<file path="config.mk">
export PLATFORM = sky130hd
export DESIGN_NAME = regfile_wport_arb
export DESIGN_NICKNAME = d
export VERILOG_FILES = /design/src/rtl/regfile_wport_arb_pkg.sv /design/src/rtl/regfile_wport_arb_wb_fifo.sv /design/src/rtl/regfile_wport_arb.sv
export SDC_FILE = /design/constraint.sdc
export NUM_CORES = 1
export LEC_CHECK = 0
export ABC_CLOCK_PERIOD_IN_PS = 2700
export CORE_ASPECT_RATIO = 0.7
export CORE_MARGIN = 1.5
export CORE_UTILIZATION = 45
export DETAILED_ROUTE_END_ITERATION = 6
export GPL_TIMING_DRIVEN = 0
export HOLD_SLACK_MARGIN = 0.02
export PLACE_DENSITY = 0.77
export SLEW_MARGIN = 15
export SYNTH_ARGS = -nofsm -noshare
export SYNTH_HDL_FRONTEND = slang
export SYNTH_HIERARCHICAL = 1
export SYNTH_SLANG_ARGS = --single-unit
</file>
<file path="constraint.sdc">
create_clock -name clk -period 2.7 [get_ports clk]
set_clock_uncertainty 0.2 [all_clocks]
set_input_delay 0.27 -clock clk [delete_from_list [all_inputs] [get_ports clk]]
set_output_delay 0.27 -clock clk [all_outputs]
set_load 0.03 [all_outputs]
</file>
<file path="src/rtl/regfile_wport_arb_pkg.sv">
// Shared register-file constants for the write-port arbiter slice.
package regfile_wport_arb_pkg;
  localparam int unsigned       RegBus      = 32;
  localparam int unsigned       RegAddrBus  = 5;
  localparam int unsigned       RegNum      = 1 << RegAddrBus;
  localparam logic              RstEnable   = 1'b1;
  localparam logic              WriteEnable = 1'b1;
  localparam logic [RegBus-1:0] ZeroWord    = '0;
  localparam int unsigned       StarveLimit = 4;
endpackage

</file>
<file path="src/rtl/regfile_wport_arb_wb_fifo.sv">
// Small synchronous FIFO holding long-latency results until the write port is free.
module wb_fifo #(
  parameter int unsigned DEPTH = 2,
  parameter int unsigned WIDTH = 37
) (
  input  logic             clk,
  input  logic             rst,
  input  logic             push,
  input  logic             pop,
  input  logic [WIDTH-1:0] din,
  output logic             full,
  output logic             empty,
  output logic [WIDTH-1:0] head
);
  localparam int unsigned   PW     = (DEPTH > 1) ? $clog2(DEPTH) : 1;
  localparam int unsigned   CW     = $clog2(DEPTH + 1);
  localparam logic [CW-1:0] DepthC = CW'(DEPTH);

  logic [WIDTH-1:0] mem_q [DEPTH];
  logic [WIDTH-1:0] mem_d [DEPTH];
  logic [PW-1:0]    rd_ptr_q, rd_ptr_d, wr_ptr_q, wr_ptr_d;
  logic [CW-1:0]    cnt_q, cnt_d;
  logic             do_push, do_pop;

  always_comb begin
    full     = (cnt_q == DepthC);
    empty    = (cnt_q == '0);
    head     = mem_q[rd_ptr_q];
    // full is taken from the registered count, so a pop does not open a slot this cycle
    do_push  = push && !full;
    do_pop   = pop && !empty;
    mem_d    = mem_q;
    wr_ptr_d = wr_ptr_q;
    rd_ptr_d = rd_ptr_q;
    if (do_push) begin
      mem_d[wr_ptr_q] = din;
      wr_ptr_d        = wr_ptr_q + 1'b1;
    end
    if (do_pop) rd_ptr_d = rd_ptr_q + 1'b1;
    cnt_d = cnt_q + CW'(do_push) - CW'(do_pop);
  end

  always_ff @(posedge clk) begin
    if (rst) begin
      rd_ptr_q <= '0;
      wr_ptr_q <= '0;
      cnt_q    <= '0;
    end else begin
      rd_ptr_q <= rd_ptr_d;
      wr_ptr_q <= wr_ptr_d;
      cnt_q    <= cnt_d;
    end
    mem_q <= mem_d;
  end
endmodule

</file>
<file path="src/rtl/regfile_wport_arb.sv">
// Regfile write-port arbiter: pipeline writeback wins, long-latency results queue,
// with a busy scoreboard for RAW hazards and a starvation bubble request.
module regfile_wport_arb
  import regfile_wport_arb_pkg::*;
#(
  parameter int unsigned DATA_W       = RegBus,
  parameter int unsigned ADDR_W       = RegAddrBus,
  parameter int unsigned FIFO_DEPTH   = 2,
  parameter int unsigned STARVE_LIMIT = StarveLimit
) (
  input  logic              clk,
  input  logic              rst,
  input  logic              a_we,
  input  logic [ADDR_W-1:0] a_waddr,
  input  logic [DATA_W-1:0] a_wdata,
  input  logic              b_valid,
  output logic              b_ready,
  input  logic [ADDR_W-1:0] b_waddr,
  input  logic [DATA_W-1:0] b_wdata,
  input  logic              iss_vld,
  input  logic [ADDR_W-1:0] iss_addr,
  input  logic [ADDR_W-1:0] chk_addr1,
  input  logic [ADDR_W-1:0] chk_addr2,
  output logic              hazard,
  output logic              stall_req,
  output logic              we,
  output logic [ADDR_W-1:0] waddr,
  output logic [DATA_W-1:0] wdata
);
  localparam int unsigned   NREG       = 1 << ADDR_W;
  localparam int unsigned   EW         = ADDR_W + DATA_W;
  localparam int unsigned   SW         = $clog2(STARVE_LIMIT + 1);
  localparam logic [SW-1:0] StarveLast = SW'(STARVE_LIMIT - 1);

  logic              in_rst, b_commit;
  logic              fifo_push, fifo_full, fifo_empty;
  logic [EW-1:0]     fifo_din, fifo_head;
  logic [ADDR_W-1:0] head_addr;
  logic [DATA_W-1:0] head_data;
  logic [NREG-1:0]   busy_q, busy_d;
  logic [SW-1:0]     starve_q, starve_d;
  logic              stall_req_q, stall_req_d;

  wb_fifo #(
    .DEPTH (FIFO_DEPTH),
    .WIDTH (EW)
  ) u_wb_fifo (
    .clk   (clk),
    .rst   (rst),
    .push  (fifo_push),
    .pop   (b_commit),
    .din   (fifo_din),
    .full  (fifo_full),
    .empty (fifo_empty),
    .head  (fifo_head)
  );

  always_comb begin
    in_rst                 = (rst == RstEnable);
    {head_addr, head_data} = fifo_head;
    b_ready                = !in_rst && !fifo_full;
    // results for r0 are acknowledged but never buffered
    fifo_push              = b_valid && b_ready && (b_waddr != '0);
    fifo_din               = {b_waddr, b_wdata};
    b_commit               = !in_rst && !a_we && !fifo_empty;

    we    = 1'b0;
    waddr = '0;
    wdata = '0;
    if (!in_rst && a_we) begin
      we    = WriteEnable;
      waddr = a_waddr;
      wdata = a_wdata;
    end else if (b_commit) begin
      we    = WriteEnable;
      waddr = head_addr;
      wdata = head_data;
    end

    busy_d = busy_q;
    if (b_commit) busy_d[head_addr] = 1'b0;
    if (iss_vld && iss_addr != '0) busy_d[iss_addr] = 1'b1;

    // a register committing this cycle is forwarded by the regfile, so it does not stall
    hazard = 1'b0;
    if (!in_rst) begin
      if (chk_addr1 != '0 && busy_q[chk_addr1] && !(b_commit && head_addr == chk_addr1))
        hazard = 1'b1;
      if (chk_addr2 != '0 && busy_q[chk_addr2] && !(b_commit && head_addr == chk_addr2))
        hazard = 1'b1;
    end

    starve_d    = '0;
    stall_req_d = 1'b0;
    if (a_we && !fifo_empty) begin
      if (starve_q == StarveLast) stall_req_d = 1'b1;
      else                        starve_d    = starve_q + 1'b1;
    end
  end

  always_ff @(posedge clk) begin
    if (rst) begin
      busy_q      <= '0;
      starve_q    <= '0;
      stall_req_q <= 1'b0;
    end else begin
      busy_q      <= busy_d;
      starve_q    <= starve_d;
      stall_req_q <= stall_req_d;
    end
  end

  assign stall_req = stall_req_q;
endmodule
</file>
After elaboration in Yosys (flattened, before gate mapping)
Cells that the tools add are included.

cells by class
  multiplexer cells = 26
  $lt $le $gt $ge = 9
  bitwise logic cells = 6
  reduce and logical (&&, ||, !) cells = 32
  add/subtract/negate cells = 5
  eq/ne operators = 4

operators with widths
  cell                 count
  $mux 37              4
  $mux 32              4
  $bwmux 74            1
  $demux 37 s1         1
  $and 32x32->32       1
  $not 32->32          1
  $or 32x32->32        1
  $lt 5x6->1 const B   4
  $reduce_bool 5->1    4
  $logic_and 1x1->1    19
  $bmux 1 s5           2
  $demux 1 s5          2
  $eq 5x5->1           2
  $ge 5x1->1 const B   2
  $mux 1               10
  $mux 5               2
  $logic_not 1->1      6
  $ge 2x2->1 const B   2
  $not 1->2            2
  $add 3x1->3 const B  1
  $eq 3x2->1 const B   1
  $reduce_or 3->1      1
  $add 1x1->1 const B  2
  $add 2x1->2          1
  6 further kinds      6

word-level totals
  logic and storage cells = 90
  output and inout bits = 41
  input bits = 94
  register bits = 114

Longest topological paths before layout
  depth after elaboration = 13
  gate-level depth with buffers = 12
  depth with buffers taken out = 12

Modules after synthesis
The synthesis kept the hierarchy.

modules (own cells, without submodules)
  module             cells an instance  instances  seq. area each (sq um)  area each (sq um)
  wb_fifo            140                1          2,302.2                 2,876.5
  regfile_wport_arb  297                1          720.7                   2,542.4

Least setup slack after synthesis
OpenSTA, ideal clock, no wires.

  path kind = register to register
  from = reg u_wb_fifo.cnt_q[0]
  to = reg u_wb_fifo/mem_q[37] (netlist name), enable pin
  stages on the path, launching flop included = 9
  setup slack = -0.283 ns
  buffers on the path = 0
  setup time = 0.392 ns
  period minus slack after synthesis = 2.983 ns
  arrival = 2.392 ns
  required time = 2.108 ns
  path through = dfxtp_1 -> nand2b_2 -> inv_2 -> nor2_1 -> nand2_1 -> a21oi_1 -> inv_1 -> or3_1 -> inv_1

on the way
  word-level cells in the longest chain between the ends = 6

ends and longest elaborated chain
  what                            RTL line                         text
  start, declared                 regfile_wport_arb_wb_fifo.sv:22  logic [CW-1:0] cnt_q, cnt_d;
  start signal, assigned          regfile_wport_arb_wb_fifo.sv:51  cnt_q <= cnt_d;
  $eq 2x2->1                      regfile_wport_arb_wb_fifo.sv:26  full = (cnt_q == DepthC);
  net fifo_full                   regfile_wport_arb.sv:36          logic fifo_push, fifo_full, fifo_empty;
  $logic_not 1->1                 regfile_wport_arb.sv:61          b_ready = !in_rst && !fifo_full;
  $logic_and 1x1->1               regfile_wport_arb.sv:61
  net b_ready                     regfile_wport_arb.sv:17          output logic b_ready,
  $logic_and 1x1->1 (2 in a row)  regfile_wport_arb.sv:63          fifo_push = b_valid && b_ready && (b_waddr != '0);
  net fifo_push                   regfile_wport_arb.sv:36
  $logic_and 1x1->1               regfile_wport_arb_wb_fifo.sv:30  do_push = push && !full;
  end signal, assigned            regfile_wport_arb_wb_fifo.sv:53  mem_q <= mem_d;
  end, declared                   regfile_wport_arb_wb_fifo.sv:19  logic [WIDTH-1:0] mem_q [DEPTH];

The timed path passes the listed nets, and every way through them passes these cells.
A chain may end at the register's enable or synchronous reset.

Worst setup path in the final report
  from = reg u_wb_fifo.rd_ptr_q
  to = out hazard

on the way
  word-level cells in the longest chain between the ends = 11
  elaborated cells between the ends (all ways) = 15
  those cells by class = eq/ne (2); mux (6); bitwise (1); reduce/logical (6)

ends and longest elaborated chain
  what                                            RTL line                         text
  start, declared                                 regfile_wport_arb_wb_fifo.sv:21  logic [PW-1:0] rd_ptr_q, rd_ptr_d, wr_ptr_q, wr_ptr_d;
  start signal, assigned                          regfile_wport_arb_wb_fifo.sv:49  rd_ptr_q <= rd_ptr_d;
  $not 1->2 (not written as such) (*)             regfile_wport_arb_wb_fifo.sv:28  head = mem_q[rd_ptr_q];
  $mux 37 (not written as such) (*) (3 in a row)  regfile_wport_arb_wb_fifo.sv:28
  net fifo_head[34]                               regfile_wport_arb.sv:37          logic [EW-1:0] fifo_din, fifo_head;
  $eq 5x5->1                                      regfile_wport_arb.sv:87          if (chk_addr1 != '0 && busy_q[chk_addr1] && !(b_commit && head_addr == chk_addr1))
  $logic_and 1x1->1                               regfile_wport_arb.sv:87
  $logic_not 1->1                                 regfile_wport_arb.sv:87
  $logic_and 1x1->1                               regfile_wport_arb.sv:87
  $mux 1                                          regfile_wport_arb.sv:87
  $mux 1 (*)                                      regfile_wport_arb.sv:89          if (chk_addr2 != '0 && busy_q[chk_addr2] && !(b_commit && head_addr == chk_addr2))
  $mux 1 (*)                                      regfile_wport_arb.sv:86          if (!in_rst) begin
  end, declared                                   regfile_wport_arb.sv:24          output logic hazard,

Mark *: on every way through the listed nets, which the timed path passes. The rest lies on a longest branch. The select of a mux whose other input is x is not followed.

==> metrics.yaml <==
start_util_pct: 46.2
yosysWarnings: 6
fin_ws_ps: 41.8
cts.clk_slew.worst_paths_ps: 60
synth_fp_nets: 535
ys_ff_latch: 114
required_ps: 2230
dp_cells: 722
grt_pass1_vias: 4314
grt_pass1_wl_mm: 23.2
synth-seq-area-share_pct: 55.8
drv_cap: 0
synthesis.area_um2: 5420
wire_per_inst_um: 19.4
vdd_drop_max_mv: 0.405
final_cell_mix: "clkdlybuf4s50_1 (88), edfxtp_1 (74), nand2_1 (38), dfxtp_1 (38), a22o_1 (37)"
fin_cells: 768
detailed_place_hpwl_mm: 9.96
p_per_area_nw_per_um2: 617
met3_usage_pct: 6.98
max_freq_ghz: 0.376
areaGrowthSynthToFinish_pct: 42.5
firstDrtPassIters: 6
cp-start-kind: "flip-flop"
grtUsageTotal_pct: 24.5
synth_edf_count: 74
fin_crit_sh_pct: 98.5
reg2reg_from: "u_wb_fifo/cnt_q[0]"
cts.sinks: 114
coreArea_um2: 11700
async_flop_share_pct: 0
io_pins: 135
layout-drive-gt1-share_pct: 25.0
slew_violations: 0
cts_root_buffer: "clkbuf_16"
dp_slack_ps: -743
drt_wl_total_mm: 14.9
clk_latency_ps: 410
layout_commonest_cell: "clkdlybuf4s50_1"
rsz0062_at_grt: "yes"
antenna_found_initial: 0
hold_start: "rst"
cts_tree: "done"
period_minus_slack_ps: 2660
worst_ep_arrival_time_ps: 2190
met1_usage_pct: 30.9
final-setup-viol-count: 0
hold_slack_ps: 78.5
rows: 33
hold_viol_final: 0
die_y_um: 94.8
die_x_um: 134
leakage_nw: 2.83
drt_iter0_markers: 378
hp-class: "in2reg"
cts_made_buffers: 17
drc: 0
startpoint: "u_wb_fifo/rd_ptr_q"
fin_nets: 696
vias: 4326
status: "finished clean"
antennaDiodeCount: 0
clock_path_buffers: 2
antenna_left: 0
ys.flop_type: "edfxtp_1"
avgViaCountPerCell: 5.63
die_area_um2: 12700
ctsHtreeMaxLevel: 4
grt_overflow: 0
end_kind: "output pin"
avgSynthCellArea_um2: 12.4
postSynthCellCount: 437
use_met2_pct: 40.9
gr-max-usage-layer: "met2"
worst-setup-path-type: "reg2out"
synth_cell_types: 47
grt_max_degree: 38
worst_pin_slew_ps: 557
relSlewSlack_pct: 62.7
portBuffers: 128
place.gp.congestion: 0.852
cp_max_fo: 10
sequential cells by signal (all words and copies together), names as in the netlist:
name                cells
u_wb_fifo/mem_q        74
u_wb_fifo/cnt_q         2
starve_q                3
stall_req               1
u_wb_fifo/rd_ptr_q      1
busy_q                 32
u_wb_fifo/wr_ptr_q      1
cell usage after synthesis (2+ instances only):
library cell | number | share of area (%)
a21oi_1 | 35 | 3.2
a22o_1 | 37 | 6.0
and2_1 | 2 | 0.23
buf_1 | 3 | 0.21
buf_2 | 3 | 0.28
buf_4 | 6 | 0.83
buf_6 | 2 | 0.42
clkbuf_1 | 15 | 1.0
dfxtp_1 | 40 | 15
edfxtp_1 | 74 | 41
ha_1 | 4 | 0.92
inv_1 | 8 | 0.55
mux2_2 | 37 | 7.7
mux2i_1 | 4 | 0.74
mux4_1 | 4 | 1.9
mux4_2 | 12 | 5.0
nand2_1 | 38 | 2.6
nand2b_1 | 4 | 0.46
nand3_1 | 2 | 0.18
nand3b_1 | 5 | 0.69
nand4_1 | 2 | 0.23
nor2_1 | 23 | 1.6
nor2b_1 | 3 | 0.35
nor3_1 | 6 | 0.55
nor3b_1 | 2 | 0.28
nor4_1 | 3 | 0.35
o21ai_0 | 32 | 3.0
or3_1 | 2 | 0.23
xnor2_1 | 7 | 1.1
xor2_1 | 5 | 0.81
critical path, stage by stage, from the launching register on:
cell     delay, ps
dfxtp_2        330
buf_6          140
buf_12         140
mux2_4         350
xnor2_2        150
nand4_1        110
o31ai_2        260
o32ai_2        110
buf_4          180
what timing repair did:
action,CTS,global route
cloned,1,0
resized for setup,99,18
hold buffers,0,0
setup endpoints to repair,115,61
buffers inserted,9,10
pin swaps,3,6
path summary, 6_finish.rpt:
check	endpoint	cells past startpoint	slack, ps
setup reg to reg	u_wb_fifo/mem_q[56]	9	250
setup / recovery	hazard	8	40
hold reg to reg	starve_q[0]	1	230
hold / removal	u_wb_fifo/cnt_q[0]	2	80
area by class of cell:
type	count	area (µm²)
Fill cell	842	4000
Sequential cell	114	3030
Tap cell	157	196
Inverter	9	37.5
Timing Repair Buffer	147	1420
Timing Repair inverter	1	7.51
Buffer	23	159
Clock inverter	14	155
Multi-Input combinational cell	285	2290
Clock buffer	18	429
metrics by stage:
stage	utilization, %	power, mW	setup TNS (ps)	cell area, µm²
2_1_floorplan	-	2.28	0	5430
3_3_place_gp	58.9	2.55	-64710	6910
3_5_place_dp	58.9	2.56	-70160	6910
4_1_cts	65.3	4.77	-46.0	7650
5_1_grt	65.9	4.91	-74.5	7720
6_report	65.9	4.77	0	7720
metal layers:
metal / share of wire [%] / wire (µm)
met3: 9.1 / 1360
met4: 1.9 / 278
met2: 47 / 7080
met5: 0 / 0
met1: 41 / 6180
power by group:
| part | internal [mW] | leakage (nW) | switching [mW] | total, mW |
|---|---|---|---|---|
| Sequential | 1.92 | 1.00 | 0.0216 | 1.94 |
| Clock | 1.37 | 0.272 | 0.839 | 2.21 |
| Combinational | 0.304 | 1.56 | 0.316 | 0.619 |
| Total | 3.59 | 2.83 | 1.18 | 4.77 |
cells by family after synthesis:
kind of cell	Yosys count	synth area share, %
multiplexers	58	15.6
AO/OA/AOI/OAI	112	13.4
flip-flops	114	55.8
adder cells (fa/ha/maj)	4	0.924
AND/OR/NAND/NOR	99	9.00
buffers and inverters	38	3.39
XOR/XNOR	12	1.94
Power figures use the tool's default switching activity.
